[src/rtl/multicore_pkg.sv]
// Shared types and encodings for the multicore pipeline.
// Holds branch function codes and the BHT counter type.
package multicore_pkg;

    localparam int DATA_SIZE = 32;

    typedef logic [2:0] t_brop;

    localparam t_brop BR_BEQ  = 3'b000;
    localparam t_brop BR_BNE  = 3'b001;
    localparam t_brop BR_BLT  = 3'b100;
    localparam t_brop BR_BGE  = 3'b101;
    localparam t_brop BR_BLTU = 3'b110;
    localparam t_brop BR_BGEU = 3'b111;

    typedef logic [1:0] t_bht_ctr;

    localparam t_bht_ctr BHT_WNT = 2'b01;

    // Saturating 2-bit counter step toward the resolved direction.
    function automatic t_bht_ctr bht_next(t_bht_ctr c, logic taken);
        if (taken) begin
            return (c == 2'b11) ? c : c + 2'b01;
        end
        return (c == 2'b00) ? c : c - 2'b01;
    endfunction

endpackage

[src/rtl/bht_table.sv]
// Table of 2-bit saturating direction counters.
// After reset it sweeps every entry to weakly not-taken while busy.
module bht_table
    import multicore_pkg::*;
#(
    parameter int ENTRIES = 64,
    parameter int IW      = $clog2(ENTRIES)
) (
    input  logic           i_clk,
    input  logic           i_rst,
    input  logic [IW-1:0]  i_rd_idx,
    output t_bht_ctr       o_rd_ctr,
    input  logic           i_upd_en,
    input  logic [IW-1:0]  i_upd_idx,
    input  logic           i_upd_taken,
    output logic           o_busy
);

    t_bht_ctr      mem_q [ENTRIES];
    logic          busy_q, busy_d;
    logic [IW-1:0] sweep_q, sweep_d;
    logic          we;
    logic [IW-1:0] widx;
    t_bht_ctr      wdata;

    always_comb begin
        busy_d  = busy_q;
        sweep_d = sweep_q;
        we      = 1'b0;
        widx    = i_upd_idx;
        wdata   = bht_next(mem_q[i_upd_idx], i_upd_taken);
        if (busy_q) begin
            we      = 1'b1;
            widx    = sweep_q;
            wdata   = BHT_WNT;
            sweep_d = sweep_q + IW'(1);
            busy_d  = (sweep_q != IW'(ENTRIES - 1));
        end else if (i_upd_en) begin
            we = 1'b1;
        end
    end

    always_ff @(posedge i_clk) begin
        if (i_rst) begin
            busy_q  <= 1'b1;
            sweep_q <= '0;
        end else begin
            busy_q  <= busy_d;
            sweep_q <= sweep_d;
        end
    end

    always_ff @(posedge i_clk) begin
        if (we) begin
            mem_q[widx] <= wdata;
        end
    end

    assign o_rd_ctr = mem_q[i_rd_idx];
    assign o_busy   = busy_q;

endmodule

[src/rtl/branch_resolve.sv]
// Resolves conditional branches one cycle after acceptance and
// trains the direction predictor and statistics counters.
module branch_resolve
    import multicore_pkg::*;
#(
    parameter int DATA_SIZE   = multicore_pkg::DATA_SIZE,
    parameter int BHT_ENTRIES = 64
) (
    input  logic                 i_clk,
    input  logic                 i_rst,
    input  logic                 i_flush,
    input  logic                 i_valid,
    output logic                 o_ready,
    input  t_brop                i_funct,
    input  logic [DATA_SIZE-1:0] i_r1,
    input  logic [DATA_SIZE-1:0] i_r2,
    input  logic [DATA_SIZE-1:0] i_pc,
    input  logic [DATA_SIZE-1:0] i_imm,
    input  logic                 i_pred_taken,
    output logic                 o_valid,
    input  logic                 i_ready,
    output logic                 o_taken,
    output logic                 o_mispredict,
    output logic                 o_illegal,
    output logic [DATA_SIZE-1:0] o_redirect_pc,
    input  logic [DATA_SIZE-1:0] i_lookup_pc,
    output logic                 o_lookup_taken,
    output logic [31:0]          o_branch_cnt,
    output logic [31:0]          o_mispredict_cnt
);

    localparam int IW = $clog2(BHT_ENTRIES);

    logic                 valid_q, valid_d;
    logic                 taken_q, taken_d;
    logic                 mis_q, mis_d;
    logic                 ill_q, ill_d;
    logic [DATA_SIZE-1:0] redir_q, redir_d;
    logic [31:0]          bcnt_q, bcnt_d;
    logic [31:0]          mcnt_q, mcnt_d;

    logic                 bht_busy;
    t_bht_ctr             lookup_ctr;
    logic                 accept;
    logic                 legal;
    logic                 taken_c;
    logic [DATA_SIZE-1:0] target;
    logic [DATA_SIZE-1:0] fall;
    logic                 unused_addr_bits;

    assign o_ready = !bht_busy && (!valid_q || i_ready);
    assign accept  = i_valid && o_ready && !i_flush && !i_rst;
    assign target  = i_pc + i_imm;
    assign fall    = i_pc + DATA_SIZE'(4);

    always_comb begin
        legal   = 1'b1;
        taken_c = 1'b0;
        unique case (i_funct)
            BR_BEQ:  taken_c = (i_r1 == i_r2);
            BR_BNE:  taken_c = (i_r1 != i_r2);
            BR_BLT:  taken_c = ($signed(i_r1) < $signed(i_r2));
            BR_BGE:  taken_c = ($signed(i_r1) >= $signed(i_r2));
            BR_BLTU: taken_c = (i_r1 < i_r2);
            BR_BGEU: taken_c = (i_r1 >= i_r2);
            default: legal = 1'b0;
        endcase
    end

    always_comb begin
        valid_d = valid_q;
        taken_d = taken_q;
        mis_d   = mis_q;
        ill_d   = ill_q;
        redir_d = redir_q;
        bcnt_d  = bcnt_q;
        mcnt_d  = mcnt_q;
        if (accept) begin
            valid_d = 1'b1;
            taken_d = taken_c;
            ill_d   = !legal;
            mis_d   = legal && (taken_c ^ i_pred_taken);
            redir_d = taken_c ? target : fall;
            if (legal) begin
                bcnt_d = bcnt_q + 32'd1;
            end
            if (legal && (taken_c ^ i_pred_taken)) begin
                mcnt_d = mcnt_q + 32'd1;
            end
        end else if (i_flush || i_ready) begin
            valid_d = 1'b0;
        end
    end

    always_ff @(posedge i_clk) begin
        if (i_rst) begin
            valid_q <= 1'b0;
            taken_q <= 1'b0;
            mis_q   <= 1'b0;
            ill_q   <= 1'b0;
            redir_q <= '0;
            bcnt_q  <= '0;
            mcnt_q  <= '0;
        end else begin
            valid_q <= valid_d;
            taken_q <= taken_d;
            mis_q   <= mis_d;
            ill_q   <= ill_d;
            redir_q <= redir_d;
            bcnt_q  <= bcnt_d;
            mcnt_q  <= mcnt_d;
        end
    end

    bht_table #(
        .ENTRIES (BHT_ENTRIES)
    ) u_bht (
        .i_clk       (i_clk),
        .i_rst       (i_rst),
        .i_rd_idx    (i_lookup_pc[IW+1:2]),
        .o_rd_ctr    (lookup_ctr),
        .i_upd_en    (accept && legal),
        .i_upd_idx   (i_pc[IW+1:2]),
        .i_upd_taken (taken_c),
        .o_busy      (bht_busy)
    );

    // Only the index field of each PC addresses the table.
    assign unused_addr_bits = ^{i_lookup_pc, i_pc, lookup_ctr[0]};

    assign o_lookup_taken   = lookup_ctr[1];
    assign o_valid          = valid_q;
    assign o_taken          = taken_q;
    assign o_mispredict     = mis_q;
    assign o_illegal        = ill_q;
    assign o_redirect_pc    = redir_q;
    assign o_branch_cnt     = bcnt_q;
    assign o_mispredict_cnt = mcnt_q;

endmodule

[config.mk]
export PLATFORM = sky130hd
export DESIGN_NAME = branch_resolve
export DESIGN_NICKNAME = d
export VERILOG_FILES = /design/src/rtl/multicore_pkg.sv /design/src/rtl/bht_table.sv /design/src/rtl/branch_resolve.sv
export SDC_FILE = /design/constraint.sdc
export NUM_CORES = 1
export LEC_CHECK = 0
export BUFFER_PORTS_ARGS = -buffer_cell sky130_fd_sc_hd__buf_2
export CORE_AREA = 4 4 191 193
export DETAILED_ROUTE_END_ITERATION = 8
export DIE_AREA = 0 0 195 197
export SLEW_MARGIN = 20
export SYNTH_ARGS = -nofsm -noshare
export SYNTH_HDL_FRONTEND = slang
export SYNTH_SLANG_ARGS = --single-unit
[constraint.sdc]
create_clock -name i_clk -period 8.85 [get_ports i_clk]
set_clock_uncertainty 0.15 [all_clocks]
set_input_delay 1.77 -clock i_clk [delete_from_list [all_inputs] [get_ports i_clk]]
set_output_delay 1.77 -clock i_clk [all_outputs]
set_load 0.01 [all_outputs]
### Yosys cells after proc, flatten, opt, wreduce, memory -nomap -nowiden

Memory sizes are Yosys's and may differ from the RTL's.
Index checks and enable logic that the tools add are counted.
Widths: inputs -> output; s select.

* register bits after elaboration: 107
* latch bits: 0
* bits in writable memories: 128
* memory bits (read-only): 0
* output and inout port bits: 102
* word-level logic and storage cells: 67
* memories kept: 1

Memories
* u_bht.mem_q: depth 64, width 2, rd ports 2, clocked after memory_dff 0, write ports 1, RTL line bht_table.sv:19 `t_bht_ctr mem_q [ENTRIES];`

* add/subtract/negate cells: 7
* multiply operators: 0
* div/mod/pow operators: 0
* magnitude comparators: 4
* eq/ne operators: 9
* shift operators: 0
* mux-type cells: 17
* bitwise gates (word level): 1
* reduce and logical (&&, ||, !) cells: 19

Operators by type and width (count)
* $add 32x1->32 const B: 2
* $ge 32x32->1: 2
* $lt 32x32->1: 2
* $add 32x3->32 const B: 1
* $add 32x32->32: 1
* $eq 32x32->1: 1
* $mux 32: 1
* $ne 32x32->1: 1
* $eq 3x3->1 const B: 4
* $mux 2: 5
* $mux 1: 9
* $add 6x1->6 const B: 1
* $logic_and 1x1->1: 6
* $mux 6: 1
* $ne 6x6->1 const B: 1
* $pmux 1 s6: 1
* $reduce_or 6->1: 1
* $logic_not 1->1: 5
* $reduce_and 2->1: 2
* $eq 3x1->1 const B: 1
* $logic_not 3->1: 1
* $add 2x1->2 const B: 1
* $eq 2x2->1 const B: 1
* $logic_not 2->1: 1
* 4 further kinds: 5

### Depth between registers and ports, before layout

* depth in word-level cells: 11
* depth in mapped cells: 13
* gate-level depth less buffers: 12

### Hierarchy

From an unflattened synthesis, not the netlist that was laid out.

* cell total of the unflattened synthesis: 1470
* area, all modules: 14802.9 sq um

Modules (own cells, without submodules)
* branch_resolve: times used 1, cells each 1043, area each 8037.7 sq um, sequential area each 2001.9 sq um
* bht_table: times used 1, cells each 427, area each 6765.2 sq um, sequential area each 3983.8 sq um

### Worst setup path before layout

OpenSTA, ideal clock, no wires.

* kind: input-to-reg
* start: input i_r2[30]
* end: memory u_bht.mem_q[0][0] in the netlist's numbering (data pin)
* library setup time: 0.702 ns
* arrival: 6.504 ns
* slack: 1.494 ns
* cell stages on the path: 13
* buffers on the path: 2
* path through: inv_1 ha_1 a21oi_1 nand2_1 a221oi_1 o211ai_1 o31a_1 o21a_1 buf_2 nor2_2 buf_2 nor2_1 o21ai_0

* longest elaborated chain between the ends: 5
* elaborated cells on any way between the ends: 10
* those cells by class: order compare: 4; eq/ne: 2; mux: 4

Ends and longest elaborated chain
* from (decl): RTL line branch_resolve.sv:16 `input logic [DATA_SIZE-1:0] i_r2,`
* $ge 32x32->1 (tied with other cells): RTL line branch_resolve.sv:65 `BR_BGEU: taken_c = (i_r1 >= i_r2);`
* $pmux 1 s6 (*): RTL line branch_resolve.sv:59 `unique case (i_funct)`
* $mux 1 (*): RTL line multicore_pkg.sv:22 `if (taken) begin`
* $mux 2 (*): RTL line multicore_pkg.sv:25 `return (c == 2'b00) ? c : c - 2'b01;`
* $mux 2 (*): RTL line bht_table.sv:32 `if (busy_q) begin`
* via u_bht.wdata[0]: RTL line bht_table.sv:24 `t_bht_ctr wdata;`
* to (decl): RTL line bht_table.sv:19

The timed path passes the listed nets; every way through them passes the cells marked *.

### Final worst setup path

* start: input i_lookup_pc[2]
* end: output o_lookup_taken

* longest elaborated chain between the ends: 1

Ends and longest elaborated chain
* from (decl): RTL line branch_resolve.sv:26 `input logic [DATA_SIZE-1:0] i_lookup_pc,`
* $mem_v2 64x2
* to (decl): RTL line branch_resolve.sv:27 `output logic o_lookup_taken,`

No other way between the ends.

==> impl_metrics.env <==
export IMPL_final_period_minus_worst_setup_slack_ns=5.974
export IMPL_critical_path_class="in2out"
export IMPL_globalplace_congestion=0.9403
export IMPL_grt_overflow_total=0
export IMPL_cts_hold_buffers_added=0
export IMPL_ctsLongestPathBuffers=3
export IMPL_grt_setup_unrepaired="no"
export IMPL_cts_htree_levels=1
export IMPL_wirelength_mm=39.63
export IMPL_rr_endpoint="u_bht.mem_q[22][0]"
export IMPL_post_synth_cell_area_avg_um2=10.24
export IMPL_final_area_mm2=0.01643
export IMPL_fp_dieArea_mm2=0.03842
export IMPL_timing_critical_path_arrival_ns=4.05
export IMPL_dieWidth_um=195
export IMPL_syn2layout_area_growth_pct=18.84
export IMPL_post_route_worst_setup_slack_ns=2.876
export IMPL_die_y_um=197
export IMPL_reg2reg_setup_slack_ns=5.35
export IMPL_ys_flop_type="edfxtp_1"
export IMPL_grt_antenna_before_repair=0
export IMPL_hold_path_cell_count=2
export IMPL_maxCapViolations=0
export IMPL_initial_core_utilization_pct=40.04
export IMPL_timing_max_transition_violations_final=0
export IMPL_critical_path_required_ns=6.93
export IMPL_core_mm2=0.03454
export IMPL_cp_end_kind="output pin"
export IMPL_gate_count_of_the_mapped_netlist=1351
export IMPL_final_period_utilization_pct=67.51
export IMPL_power_leakage_nw=6.516
export IMPL_root_buffer="clkbuf_16"
export IMPL_num_rows=68
export IMPL_power_per_cell_area_mw_per_mm2=160.3
export IMPL_path_clk_slew_ns=0.05
export IMPL_post_cts_resized_instances=0
export IMPL_grt_start_max_net_pins=68
export IMPL_asyncSetResetFlopFracSynth_pct=0
export IMPL_synth_top_cell_area_share_pct=27.79
export IMPL_buffer_ports_inserted=244
export IMPL_vdd_ir_drop_worst_mv=0.1817
export IMPL_first_pass_grt_wire_length_mm=62.01
export IMPL_critical_path_peak_fanout=16
export IMPL_clk_latency_ns=0.57
export IMPL_worst_hold_startpoint="o_redirect_pc[13]"
export IMPL_number_of_synthesized_flops_with_an_enable_pin=128
export IMPL_synth_warnings=0
export IMPL_r2r_worst_path_cells=6
export IMPL_hold_path_class="reg2reg"
export IMPL_worstSetupStartpoint="i_lookup_pc[2]"
export IMPL_cts_buffers=28
export IMPL_yosys_area_top_type="edfxtp_1"
export IMPL_detail_route_first_pass_iterations=5
export IMPL_yosysSeqAreaShare_pct=43.28
export IMPL_min_delay_worst_endpoint="o_redirect_pc[13]"
export IMPL_nets=1816
export IMPL_top_level_i_o_count=271
export IMPL_timing_final_setup_violations=0
export IMPL_status="completed"
export IMPL_cts_tree="built"
export IMPL_drc=0
export IMPL_insertedDiodeCount=0
export IMPL_fin_worst_hold_slack_ns=0.2996
export IMPL_placedInstanceArea_mm2=0.01549
export IMPL_per_cell_via_count_in_the_routed_design=5.485
export IMPL_crit_reg2reg_launch="u_bht.mem_q[59][0]"
export IMPL_synth_seq_cells=235
export IMPL_fmax_mhz=167.4
export IMPL_final_setup_tns_ns=0
export IMPL_grtUsageTotal_pct=19.94
export IMPL_worst_slew_pin_slew_ns=1.037
export IMPL_post_drt_wl_per_cell_um=19.28
export IMPL_antenna_violating_nets_post_route=0
export IMPL_post_synth_main_area_contributors="edfxtp_1, dfxtp_1, mux4_2, ha_1, nor2_1"
export IMPL_timing_slew_headroom_pct=30.87
export IMPL_pre_cts_slack_ns=2.361
export IMPL_yosys_cell_types_count=74
export IMPL_post_cts_setup_buffers=0
export IMPL_crit_path_start_kind="primary input"
export IMPL_cts_sinks=235
export IMPL_syn_cell_area_mm2=0.01383
export IMPL_drt_first_iter_violations=697
export IMPL_number_of_global_route_vias_before_repair=11096
export IMPL_hold_viol_final=0
export IMPL_syn_num_nets=1588
export IMPL_detailroute_via_count=11278
export IMPL_detailed_place_hpwl_mm=29.37
export IMPL_final_layout_size_suffix_gt1_share_pct=25.61
## synthesized netlist by cell type (3+ instances only)
cell and count:
a2111oi_1 4, a211oi_1 9, a21boi_0 4, a21o_1 11, a21oi_1 88, a311oi_1 3, a31oi_1 10, a32oi_1 3
and2_1 6, and3_1 19, and4_1 10, buf_1 10, buf_2 10, buf_4 3, clkbuf_1 34, dfxtp_1 107
edfxtp_1 128, ha_1 67, inv_1 53, mux2_1 4, mux2_2 25, mux2i_1 8, mux4_2 63, nand2_1 122
nand2b_1 7, nand3_1 63, nand4_1 21, nor2_1 172, nor2b_1 36, nor3_1 14, nor4_1 3, o211ai_1 23
o21a_1 7, o21ai_0 53, o21ai_1 5, o21bai_1 5, o31a_1 3, o31ai_1 6, or3_1 10, or4_1 3
xnor2_1 42, xor2_1 41
## worst max-delay path: stages
cell	delay (ns)
buf_2	0.48
mux4_2	0.61
mux4_2	0.52
mux4_2	0.50
buf_2	0.16
## power breakdown
part	internal, W	leakage, nW	total, W	switching (W)
clock network	0.000684	0.463	0.00115	0.000468
logic	0.000138	3.95	0.000338	0.000201
registers	0.00114	2.10	0.00115	0.00000316
total	0.00196	6.52	0.00264	0.000672
## cell type report
cell class              count  area, um2
fillers                  3332      18110
multi-input cells        1006       7435
flip-flops and latches    235       5986
repair buffers            255       1306
clock buffers              35      777.0
well taps                 455      569.3
inverters                  53      198.9
clock inverters            17      162.7
## worst max path at each step
stage,to,slack [ns],depth (start not counted)
after floorplan,u_bht.mem_q[0][0],1.49,13
after global placement,u_bht.mem_q[30][1],2.47,13
after detailed placement,u_bht.mem_q[26][1],2.36,13
after CTS,o_lookup_taken,2.84,5
after global routing,u_bht.mem_q[20][1],2.63,13
final,o_lookup_taken,2.88,5
## cell families after synthesis
kind of cell / Yosys count / synth area share [%]
DFF: 235 / 43.28
muxes: 100 / 13.20
adders and majority gates: 68 / 6.206
AOI/OAI and AO/OA: 255 / 11.69
buffers and inverters: 110 / 3.158
and+or+nand+nor: 500 / 17.21
xor gates and xnor gates: 83 / 5.256
## placed cells by master (no fill, tap or decap), types with 4 or more instances in the layout
cell type	synthesis	routed
a2111oi_1	4	4
a21boi_0	4	4
mux2_2	25	25
a21oi_1	88	87
a211oi_1	9	9
edfxtp_1	128	128
a31oi_1	10	10
dfxtp_1	107	107
ha_1	67	67
nand4_1	21	21
o21bai_1	5	5
nand2_1	122	122
nand3_1	63	63
mux2i_1	8	8
xor2_1	41	41
or3_1	10	10
nand2b_1	7	7
clkbuf_8	0	5
buf_2	10	243
nor3_1	14	13
o211ai_1	23	23
nor2_1	172	172
xnor2_1	42	42
nor2b_1	36	36
and4_1	10	10
mux4_2	63	63
buf_4	3	12
a21o_1	11	11
o21a_1	7	7
clkbuf_16	0	28
and3_1	19	19
o21ai_1	5	5
o31ai_1	6	6
mux2_1	4	4
o21ai_0	53	52
and2_1	6	6
inv_1	53	53
clkinv_2	0	5
## layer usage
layer	global-route usage, %	wire length, um	vias to the layer above
met3	3.385	2419	56
li1	-	-	5453
met5	0	0	-
met1	26.14	17070	5424
met2	34.63	19250	345
met4	4.991	894	0
## registers in the layout, indices dropped and copies added (netlist names)
register / count
o_branch_cnt: 32
o_illegal: 1
o_valid: 1
o_mispredict: 1
u_bht.o_busy: 1
o_taken: 1
o_mispredict_cnt: 32
u_bht.mem_q: 128
o_redirect_pc: 32
u_bht.sweep_q: 6
## per-stage QoR
step | util (%) | total power, W | std cells
final | 47.58 | 0.002635 | 2056
after global routing | 47.58 | 0.002755 | 2056
after CTS | 47.58 | 0.002673 | 2056
after detailed placement | 44.86 | 0.001507 | 2004
after global placement | 44.86 | 0.001505 | 2004
after floorplan | - | 0.001393 | 1351
(Power assumes the default switching activity.)
